[src/rtl/multicycle_control_pkg.sv]
// Shared constants for the multicycle RV32 control FSM.
// Opcodes, ALU/mux select codes and the 4-bit state encoding.
package multicycle_control_pkg;

  localparam logic [6:0] OP_LOAD   = 7'b0000011;
  localparam logic [6:0] OP_STORE  = 7'b0100011;
  localparam logic [6:0] OP_RTYPE  = 7'b0110011;
  localparam logic [6:0] OP_BRANCH = 7'b1100011;

  localparam logic [1:0] ALU_OP_ADD   = 2'b00;
  localparam logic [1:0] ALU_OP_SUB   = 2'b01;
  localparam logic [1:0] ALU_OP_FUNCT = 2'b10;

  localparam logic [1:0] SRC_A_PC    = 2'b00;
  localparam logic [1:0] SRC_A_RS1   = 2'b01;
  localparam logic [1:0] SRC_A_OLDPC = 2'b10;

  localparam logic [1:0] SRC_B_RS2  = 2'b00;
  localparam logic [1:0] SRC_B_FOUR = 2'b01;
  localparam logic [1:0] SRC_B_IMM  = 2'b10;

  typedef enum logic [3:0] {
    S_FETCH     = 4'd0,
    S_DECODE    = 4'd1,
    S_MEM_ADDR  = 4'd2,
    S_MEM_READ  = 4'd3,
    S_MEM_WB    = 4'd4,
    S_MEM_WRITE = 4'd5,
    S_EXECUTE   = 4'd6,
    S_ALU_WB    = 4'd7,
    S_BRANCH    = 4'd8,
    S_ERROR     = 4'd15
  } state_e;

  function automatic logic is_mem_wait(state_e s);
    return (s == S_FETCH) || (s == S_MEM_READ) ||
           (s == S_MEM_WRITE);
  endfunction

endpackage

[src/rtl/multicycle_control_if.sv]
// Control bundle between the main FSM and the datapath.
// master = control FSM, slave = datapath side.
interface multicycle_control_if;

  logic [6:0] opcode;
  logic       zero;
  logic       mem_ready;
  logic       pc_en;
  logic       ir_write;
  logic       mem_read;
  logic       mem_write;
  logic       i_or_d;
  logic       reg_write;
  logic       mem_to_reg;
  logic [1:0] alu_src_a;
  logic [1:0] alu_src_b;
  logic [1:0] alu_op;
  logic       pc_source;
  logic       instr_done;
  logic       illegal;
  logic       err;
  logic [3:0] state_o;

  modport master (
    input  opcode, zero, mem_ready,
    output pc_en, ir_write, mem_read,
    output mem_write, i_or_d, reg_write,
    output mem_to_reg, alu_src_a, alu_src_b,
    output alu_op, pc_source, instr_done,
    output illegal, err, state_o
  );

  modport slave (
    output opcode, zero, mem_ready,
    input  pc_en, ir_write, mem_read,
    input  mem_write, i_or_d, reg_write,
    input  mem_to_reg, alu_src_a, alu_src_b,
    input  alu_op, pc_source, instr_done,
    input  illegal, err, state_o
  );

endinterface

[src/rtl/multicycle_control_mem_wait_timer.sv]
// Counts consecutive not-ready memory wait cycles.
// expired flags the MEM_WAIT_MAX-th one; 0 disables.
module mem_wait_timer #(
  parameter int MEM_WAIT_MAX = 16
) (
  input  logic clk,
  input  logic rst,
  input  logic clear,
  input  logic waiting,
  output logic expired
);

  localparam int W =
    (MEM_WAIT_MAX > 1) ? $clog2(MEM_WAIT_MAX) : 1;
  localparam logic [W-1:0] LAST =
    W'((MEM_WAIT_MAX > 0) ? MEM_WAIT_MAX - 1 : 0);

  logic [W-1:0] cnt_q, cnt_d;

  // count up while waiting; saturate at the last slot
  always_comb begin
    cnt_d = cnt_q;
    if (clear || !waiting)
      cnt_d = '0;
    else if (cnt_q != LAST)
      cnt_d = cnt_q + W'(1);
  end

  // counter register
  always_ff @(posedge clk) begin
    if (rst) cnt_q <= '0;
    else     cnt_q <= cnt_d;
  end

  assign expired = (MEM_WAIT_MAX != 0) && waiting &&
                   (cnt_q == LAST);

endmodule

[src/rtl/multicycle_control.sv]
// Main control FSM of the multicycle RV32 core.
// Sequences fetch/decode/exec/mem/writeback.
module multicycle_control
  import multicycle_control_pkg::*;
#(
  parameter int MEM_WAIT_MAX = 16
) (
  input  logic                 clk,
  input  logic                 rst,
  multicycle_control_if.master bus
);

  state_e state_q, state_d;

  logic waiting, expired, clear;
  logic pc_write, pc_write_cond;
  logic ir_write, mem_read, mem_write;
  logic i_or_d, reg_write, mem_to_reg;
  logic [1:0] src_a, src_b, alu_op;
  logic pc_source, instr_done, illegal, err;

  logic is_load, is_store, is_r, is_br;

  assign is_load  = bus.opcode == OP_LOAD;
  assign is_store = bus.opcode == OP_STORE;
  assign is_r     = bus.opcode == OP_RTYPE;
  assign is_br    = bus.opcode == OP_BRANCH;

  assign waiting = is_mem_wait(state_q) && !bus.mem_ready;
  assign clear   = state_d != state_q;

  mem_wait_timer #(
    .MEM_WAIT_MAX(MEM_WAIT_MAX)
  ) u_timer (
    .clk     (clk),
    .rst     (rst),
    .clear   (clear),
    .waiting (waiting),
    .expired (expired)
  );

  // state register
  always_ff @(posedge clk) begin
    if (rst) state_q <= S_FETCH;
    else     state_q <= state_d;
  end

  // next-state sequencing
  always_comb begin
    state_d = state_q;
    case (state_q)
      S_FETCH:
        if (bus.mem_ready) state_d = S_DECODE;
      S_DECODE:
        if (is_load || is_store) state_d = S_MEM_ADDR;
        else if (is_r)           state_d = S_EXECUTE;
        else if (is_br)          state_d = S_BRANCH;
        else                     state_d = S_FETCH;
      S_MEM_ADDR:
        state_d = is_load ? S_MEM_READ : S_MEM_WRITE;
      S_MEM_READ:
        if (bus.mem_ready) state_d = S_MEM_WB;
      S_MEM_WB:    state_d = S_FETCH;
      S_MEM_WRITE:
        if (bus.mem_ready) state_d = S_FETCH;
      S_EXECUTE:   state_d = S_ALU_WB;
      S_ALU_WB:    state_d = S_FETCH;
      S_BRANCH:    state_d = S_FETCH;
      S_ERROR:     state_d = S_ERROR;
      default:     state_d = S_ERROR;
    endcase
    if (expired) state_d = S_ERROR;
  end

  // Moore strobes; fetch/store handshakes gated by mem_ready
  always_comb begin
    pc_write      = 1'b0;
    pc_write_cond = 1'b0;
    ir_write      = 1'b0;
    mem_read      = 1'b0;
    mem_write     = 1'b0;
    i_or_d        = 1'b0;
    reg_write     = 1'b0;
    mem_to_reg    = 1'b0;
    src_a         = SRC_A_PC;
    src_b         = SRC_B_RS2;
    alu_op        = ALU_OP_ADD;
    pc_source     = 1'b0;
    instr_done    = 1'b0;
    illegal       = 1'b0;
    err           = 1'b0;
    if (!rst) begin
      case (state_q)
        S_FETCH: begin
          mem_read = 1'b1;
          src_b    = SRC_B_FOUR;
          ir_write = bus.mem_ready;
          pc_write = bus.mem_ready;
        end
        S_DECODE: begin
          src_a   = SRC_A_OLDPC;
          src_b   = SRC_B_IMM;
          illegal = !(is_load || is_store ||
                      is_r || is_br);
        end
        S_MEM_ADDR: begin
          src_a = SRC_A_RS1;
          src_b = SRC_B_IMM;
        end
        S_MEM_READ: begin
          mem_read = 1'b1;
          i_or_d   = 1'b1;
        end
        S_MEM_WB: begin
          reg_write  = 1'b1;
          mem_to_reg = 1'b1;
          instr_done = 1'b1;
        end
        S_MEM_WRITE: begin
          mem_write  = 1'b1;
          i_or_d     = 1'b1;
          instr_done = bus.mem_ready;
        end
        S_EXECUTE: begin
          src_a  = SRC_A_RS1;
          src_b  = SRC_B_RS2;
          alu_op = ALU_OP_FUNCT;
        end
        S_ALU_WB: begin
          reg_write  = 1'b1;
          instr_done = 1'b1;
        end
        S_BRANCH: begin
          src_a         = SRC_A_RS1;
          src_b         = SRC_B_RS2;
          alu_op        = ALU_OP_SUB;
          pc_write_cond = 1'b1;
          pc_source     = 1'b1;
          instr_done    = 1'b1;
        end
        S_ERROR: err = 1'b1;
        default: ;
      endcase
    end
  end

  assign bus.pc_en      = pc_write |
                          (pc_write_cond & bus.zero);
  assign bus.ir_write   = ir_write;
  assign bus.mem_read   = mem_read;
  assign bus.mem_write  = mem_write;
  assign bus.i_or_d     = i_or_d;
  assign bus.reg_write  = reg_write;
  assign bus.mem_to_reg = mem_to_reg;
  assign bus.alu_src_a  = src_a;
  assign bus.alu_src_b  = src_b;
  assign bus.alu_op     = alu_op;
  assign bus.pc_source  = pc_source;
  assign bus.instr_done = instr_done;
  assign bus.illegal    = illegal;
  assign bus.err        = err;
  assign bus.state_o    = rst ? S_FETCH : state_q;

endmodule

[src/flat_wrapper.sv]
// flat-port wrapper written by rule: the top's interface ports become plain ports
module multicycle_control_flat import multicycle_control_pkg::*;
#(
  parameter int MEM_WAIT_MAX = 16
)
  (clk, rst, bus_opcode, bus_zero, bus_mem_ready, bus_pc_en, bus_ir_write, bus_mem_read, bus_mem_write, bus_i_or_d, bus_reg_write, bus_mem_to_reg, bus_alu_src_a, bus_alu_src_b, bus_alu_op, bus_pc_source, bus_instr_done, bus_illegal, bus_err, bus_state_o);
  multicycle_control_if bus_i ();
  input  logic clk;
  input  logic rst;
  input wire logic [$bits(bus_i.opcode)-1:0] bus_opcode;
  input wire logic [$bits(bus_i.zero)-1:0] bus_zero;
  input wire logic [$bits(bus_i.mem_ready)-1:0] bus_mem_ready;
  output wire logic [$bits(bus_i.pc_en)-1:0] bus_pc_en;
  output wire logic [$bits(bus_i.ir_write)-1:0] bus_ir_write;
  output wire logic [$bits(bus_i.mem_read)-1:0] bus_mem_read;
  output wire logic [$bits(bus_i.mem_write)-1:0] bus_mem_write;
  output wire logic [$bits(bus_i.i_or_d)-1:0] bus_i_or_d;
  output wire logic [$bits(bus_i.reg_write)-1:0] bus_reg_write;
  output wire logic [$bits(bus_i.mem_to_reg)-1:0] bus_mem_to_reg;
  output wire logic [$bits(bus_i.alu_src_a)-1:0] bus_alu_src_a;
  output wire logic [$bits(bus_i.alu_src_b)-1:0] bus_alu_src_b;
  output wire logic [$bits(bus_i.alu_op)-1:0] bus_alu_op;
  output wire logic [$bits(bus_i.pc_source)-1:0] bus_pc_source;
  output wire logic [$bits(bus_i.instr_done)-1:0] bus_instr_done;
  output wire logic [$bits(bus_i.illegal)-1:0] bus_illegal;
  output wire logic [$bits(bus_i.err)-1:0] bus_err;
  output wire logic [$bits(bus_i.state_o)-1:0] bus_state_o;
  assign bus_i.opcode = bus_opcode;
  assign bus_i.zero = bus_zero;
  assign bus_i.mem_ready = bus_mem_ready;
  assign bus_pc_en = bus_i.pc_en;
  assign bus_ir_write = bus_i.ir_write;
  assign bus_mem_read = bus_i.mem_read;
  assign bus_mem_write = bus_i.mem_write;
  assign bus_i_or_d = bus_i.i_or_d;
  assign bus_reg_write = bus_i.reg_write;
  assign bus_mem_to_reg = bus_i.mem_to_reg;
  assign bus_alu_src_a = bus_i.alu_src_a;
  assign bus_alu_src_b = bus_i.alu_src_b;
  assign bus_alu_op = bus_i.alu_op;
  assign bus_pc_source = bus_i.pc_source;
  assign bus_instr_done = bus_i.instr_done;
  assign bus_illegal = bus_i.illegal;
  assign bus_err = bus_i.err;
  assign bus_state_o = bus_i.state_o;
  multicycle_control #(.MEM_WAIT_MAX(MEM_WAIT_MAX)) u_core (.clk(clk), .rst(rst), .bus(bus_i));
endmodule
[config.mk]
export PLATFORM = sky130hd
export DESIGN_NAME = multicycle_control_flat
export DESIGN_NICKNAME = d
export VERILOG_FILES = /design/src/rtl/multicycle_control_pkg.sv /design/src/rtl/multicycle_control_if.sv /design/src/rtl/multicycle_control_mem_wait_timer.sv /design/src/rtl/multicycle_control.sv /design/src/flat_wrapper.sv
export SDC_FILE = /design/constraint.sdc
export NUM_CORES = 1
export LEC_CHECK = 0
export CORE_AREA = 2 2 39 41
export CTS_BUF_LIST = sky130_fd_sc_hd__clkbuf_2
export CTS_CLUSTER_DIAMETER = 120
export DETAILED_ROUTE_END_ITERATION = 10
export DIE_AREA = 0 0 41 43
export DONT_BUFFER_PORTS = 1
export GPL_TIMING_DRIVEN = 0
export PLACE_DENSITY = 0.73
export SLEW_MARGIN = 20
export SYNTH_ARGS = -nofsm -noshare
export SYNTH_HDL_FRONTEND = slang
export SYNTH_SLANG_ARGS = --single-unit
export TNS_END_PERCENT = 20
[constraint.sdc]
create_clock -name clk -period 1.9 [get_ports clk]
set_input_delay 0.285 -clock clk [delete_from_list [all_inputs] [get_ports clk]]
set_output_delay 0.285 -clock clk [all_outputs]
set_load 0.05 [all_outputs]
* After elaboration in Yosys (flattened, before gate mapping)
Index checks and enable logic that the tools add are counted.
** Storage, ports and cells
- Register bits :: 8
- Logic and storage cells :: 76
- Output and inout bits :: 21
** Cells by class
- Add/sub/neg operators :: 1
- Reduce and logical (&&, ||, !) cells :: 19
- Equal/unequal tests :: 16
- Multiplexer cells :: 36
- Bitwise logic cells :: 2
** Operators with widths (count)
- $mux W4 :: 8
- $pmux W4 S7 :: 1
- $mux W1 :: 19
- $eq A4 B3 Y1 const B :: 4
- $eq A7 B6 Y1 const B :: 2
- $eq A4 B4 Y1 const B :: 3
- $pmux W2 S2 :: 3
- $reduce_or A2 Y1 :: 5
- $eq A4 B2 Y1 const B :: 2
- $eq A7 B2 Y1 const B :: 1
- $eq A7 B7 Y1 const B :: 1
- $logic_or A1 B1 Y1 :: 6
- $mux W2 :: 3
- $reduce_or A3 Y1 :: 2
- $add A4 B1 Y4 const B :: 1
- $eq A4 B1 Y1 const B :: 1
- $logic_not A4 Y1 :: 1
- $ne A4 B4 Y1 :: 1
- $ne A4 B4 Y1 const B :: 1
- $logic_not A1 Y1 :: 3
- $mux W3 :: 1
- $logic_and A1 B1 Y1 :: 2
- $pmux W1 S2 :: 1
- $and A1 B1 Y1 :: 1
- $or A1 B1 Y1 :: 1

* Logic depth before layout (Yosys ltp)
- Depth after elaboration :: 9
- Depth in mapped cells :: 6

* Cells and area by module
Synthesis repeated with hierarchy kept, for this count alone.
** Unflattened totals
- Cell total of the unflattened synthesis :: 124
- Area total of the unflattened synthesis :: 845.8 µm²
** Modules (own cells, without submodules)
- multicycle_control :: area each 663.1 µm², cells an instance 103, seq. area each 80.1 µm², times used 1
- mem_wait_timer :: area each 182.7 µm², cells an instance 21, seq. area each 80.1 µm², times used 1

* Worst setup path after synthesis
OpenSTA, ideal clock, no wires.
- Path type :: flip-flop to output port
- Start :: register u_core.state_q[3]
- End :: output bus_pc_en
- Cell stages (with the launch flop) :: 6
- Data arrival time :: 2.905 ns
- Path slack :: -1.290 ns
- Cells stage by stage :: dfxtp_1 -> buf_6 -> or3_1 -> nor3_1 -> and2_1 -> a21o_1
** Between the ends
- Elaborated cells between the ends (all ways) :: 8
- Those cells by class :: eq/ne (1); mux (4); bitwise (2); reduce/logical (1)
** RTL lines
- start: declaration :: line multicycle_control.sv:13 : state_e state_q, state_d;
- start signal: assignment :: line multicycle_control.sv:45 : else state_q <= state_d;
- $logic_not A4 Y1
- $mux W1 (2 in series)
- net bus_ir_write :: line flat_wrapper.sv:14 : output wire logic [$bits(bus_i.ir_write)-1:0] bus_ir_write;
- $or A1 B1 Y1 :: line multicycle_control.sv:147 : assign bus.pc_en = pc_write |
- end: declaration :: line flat_wrapper.sv:13 : output wire logic [$bits(bus_i.pc_en)-1:0] bus_pc_en;
The timed path passes the listed nets, and every way through them passes these cells.

* Worst setup path in the final report
- Start :: register u_core.state_q[2]
- End :: output bus_pc_en
The elaborated chain is that of the path after synthesis.

==> results.cfg <==
[outcome]
outcome = complete, but fails checks
failed_checks = setup timing

[critical_path]
r2r_cells = 5
cp.arrival_ns = 1.99
cp.required_ns = 1.62
crit_type = flop to output port
cp_slowest_stage_delay_ns = 0.46
critPathSlowestCell = nor3_4
crit_chain = or3_4 > nor3_4 > and2_4 > a21o_4
r2r_start = u_core.state_q[3]$_SDFF_PP0_
crit_buf_inv = 0
ff2ff_setup_slack_ns = 0.16
cp_top_family = simple AND/OR/NAND/NOR gates
crit_path_start = u_core.state_q[2]$_SDFF_PP0_
crit_path_end_kind = output port
r2r-end = u_core.state_q[2]$_SDFF_PP0_
cp_max_fo = 5
start_kind = flop

[clock_tree]
htree_levels = 1
clock_latency_ns = 0.23
cts.clk_slew.worst_paths_ns = 0.07
clkSinkCount = 8
cts_root_buf = clkbuf_2
cts_tree = built
clock_path_buffers = 2
cts_inserted_buffers = 3

[power]
powerDensity_nw_per_um2 = 350
vdd_drop_max_uv = 309
p_leak_uw = 0.000406

[yosys]
postSynth.asyncResetShare_pct = 0
synth_compound_area_share_pct = 25.4
synth.distinct_cells = 42
synth_xor_area_share_pct = 2.22
synth_nets = 126
synth.yosys.seq_area_share_pct = 20.3
muxShareOfSynthArea_pct = 1.27
syn_area_um2 = 788
synth_top_area_share_pct = 20.3
yosys-top-cells-count = nor2_1 (14), a21oi_1 (10), nand2_1 (9), dfxtp_1 (8), nor3_1 (8)
synth_edf_count = 0
yosys.area.top_type = dfxtp_1
synth_area_per_cell_um2 = 6.91
synth_fa_ha_area_share_pct = 1.59
yosysWarnings = 0
syn_inst = 114
yosys.area_share.simple_pct = 42.1
yosysMostFrequentCell = nor2_1
synth_area_leaders = dfxtp_1 (20%), nor2_1 (6.7%), a21oi_1 (6.3%)
ys.flop_type = dfxtp_1
synth-seq-cells = 8
synth_top_family_by_area = simple AND/OR/NAND/NOR gates

[placement]
place_congestion = 0.796
dp_hpwl_mm = 1.46
io_buffers = 0

[sta]
max_slew_margin_pct = 41.5
setup_ws_ns = -0.378
finalClockSkew_ns = 0.00712
max_freq_mhz = 439
period_needed_ns = 2.28
maxSlewViolCount = 0
hold_viol_final = 0
rsz0062_at_grt = true
setup_viol = 12
finalSetupTns_ns = -1.37
hold_ws_ns = 0.243
tightestPinTransition_ns = 0.874
finalCritPeriodShare_pct = 120

[drt]
drtIter0Drc = 38
firstDrtPassIters = 5
via_count = 936
ant_nets = 0
drc = 0
wl_per_cell_um = 17.0
wl_mm = 2.41
viasPerCell = 6.59

[global_routing]
grt.overflow.total = 0
grt_pass1_vias = 757
antenna_found_initial = 0
grt_use_total_pct = 25.5
grt_pass1_wl_mm = 3.17
grt_max_degree = 12

[layout]
n_antenna_cell = 0
nets = 140
multiInputGateArea_um2 = 753
fillers = 101
seq_area_um2 = 171
syn_to_final_growth_pct = 41.3
drive_gt1_share_pct = 40.5

[min_path]
hold-path-cell-count = 2
worstHoldStart = bus_opcode[5]
hp-class = input pin to flop
min_to = u_core.state_q[2]$_SDFF_PP0_

[floorplanning]
coreArea_um2 = 1380
die_y_um = 43
die_x_um = 41
num_rows = 14
start_util_pct = 57.0
dieArea_um2 = 1760
io_pins = 32

[job]
cap_violations = 0
repair_timing:
item,4_1_cts,5_1_grt
buffers inserted,3,8
gates resized for setup,28,22
hold buffers,0,0
pin swaps,5,1
endpoints found under the setup margin,19,15
worst max path at each step:
stage / slack (ns) / endpoint / cells past startpoint
after floorplan: -0.32 / bus_mem_to_reg / 4
after global placement: -0.52 / bus_mem_to_reg / 4
after detailed placement: -0.44 / bus_instr_done / 6
after CTS: -0.38 / bus_pc_en / 4
after global routing: -0.45 / bus_pc_en / 4
final: -0.38 / bus_pc_en / 4
metrics by stage:
stage	util [%]	setup WS, ns	cell area [um2]	cells	total power [uW]
6_report	80.5	-0.378	1110	142	390
5_1_grt	80.5	-0.446	1110	142	411
4_1_cts	69.8	-0.384	966	134	389
3_5_place_dp	61.5	-0.437	851	130	279
3_3_place_gp	61.1	-0.520	846	130	278
2_1_floorplan	-	-0.323	826	114	268
registers in the layout, summed over array words and instances (netlist names):
name / flops
u_core.state_q: 4
u_core.u_timer.cnt_q: 4
metal layers:
layer	track usage (%)	part of all wire (%)	up-vias
met5	0	0	-
met4	4.67	0.75	0
met3	4.71	7.2	2
met2	42.8	53	51
met1	32.6	39	445
li1	-	-	438
placed cells by master, fill, tap and decap left out, types with 3 or more instances in the layout:
master,Yosys,layout
a21oi_1,10,7
nor2_4,0,6
o21ai_0,6,6
buf_4,0,11
nor3_4,0,4
a31oi_1,4,4
nand2b_1,3,3
clkbuf_2,0,4
nor3_1,8,3
nor2_1,14,8
dfxtp_4,0,3
nand3_1,4,4
dfxtp_1,8,5
nand2_1,9,8
kinds of logic (layout without fill, tap and decap cells):
| group | count (synthesis) | in the layout |
|---|---|---|
| XOR/XNOR | 2 | 2 |
| adder cells (fa/ha/maj) | 1 | 1 |
| multiplexers | 1 | 1 |
| buffers and inverters | 12 | 24 |
| flip-flops | 8 | 8 |
| AO/OA/AOI/OAI | 31 | 31 |
| AND/OR/NAND/NOR | 59 | 59 |
power breakdown:
part           leakage (uW)  internal, uW  switching (uW)
Combinational      0.000326          36.7            84.9
Clock             0.0000125          43.0            54.8
Sequential        0.0000673           167            3.50
area by class of cell:
| class | count | area share, % |
|---|---|---|
| multi-input cells | 94 | 67.6 |
| plain buffers | 7 | 5.06 |
| repair buffers | 11 | 7.42 |
| clock buffers | 3 | 1.35 |
| inverters | 3 | 1.35 |
| well taps | 16 | 1.80 |
| flip-flops and latches | 8 | 15.4 |
Note: power is estimated with default switching activity, not from simulation.
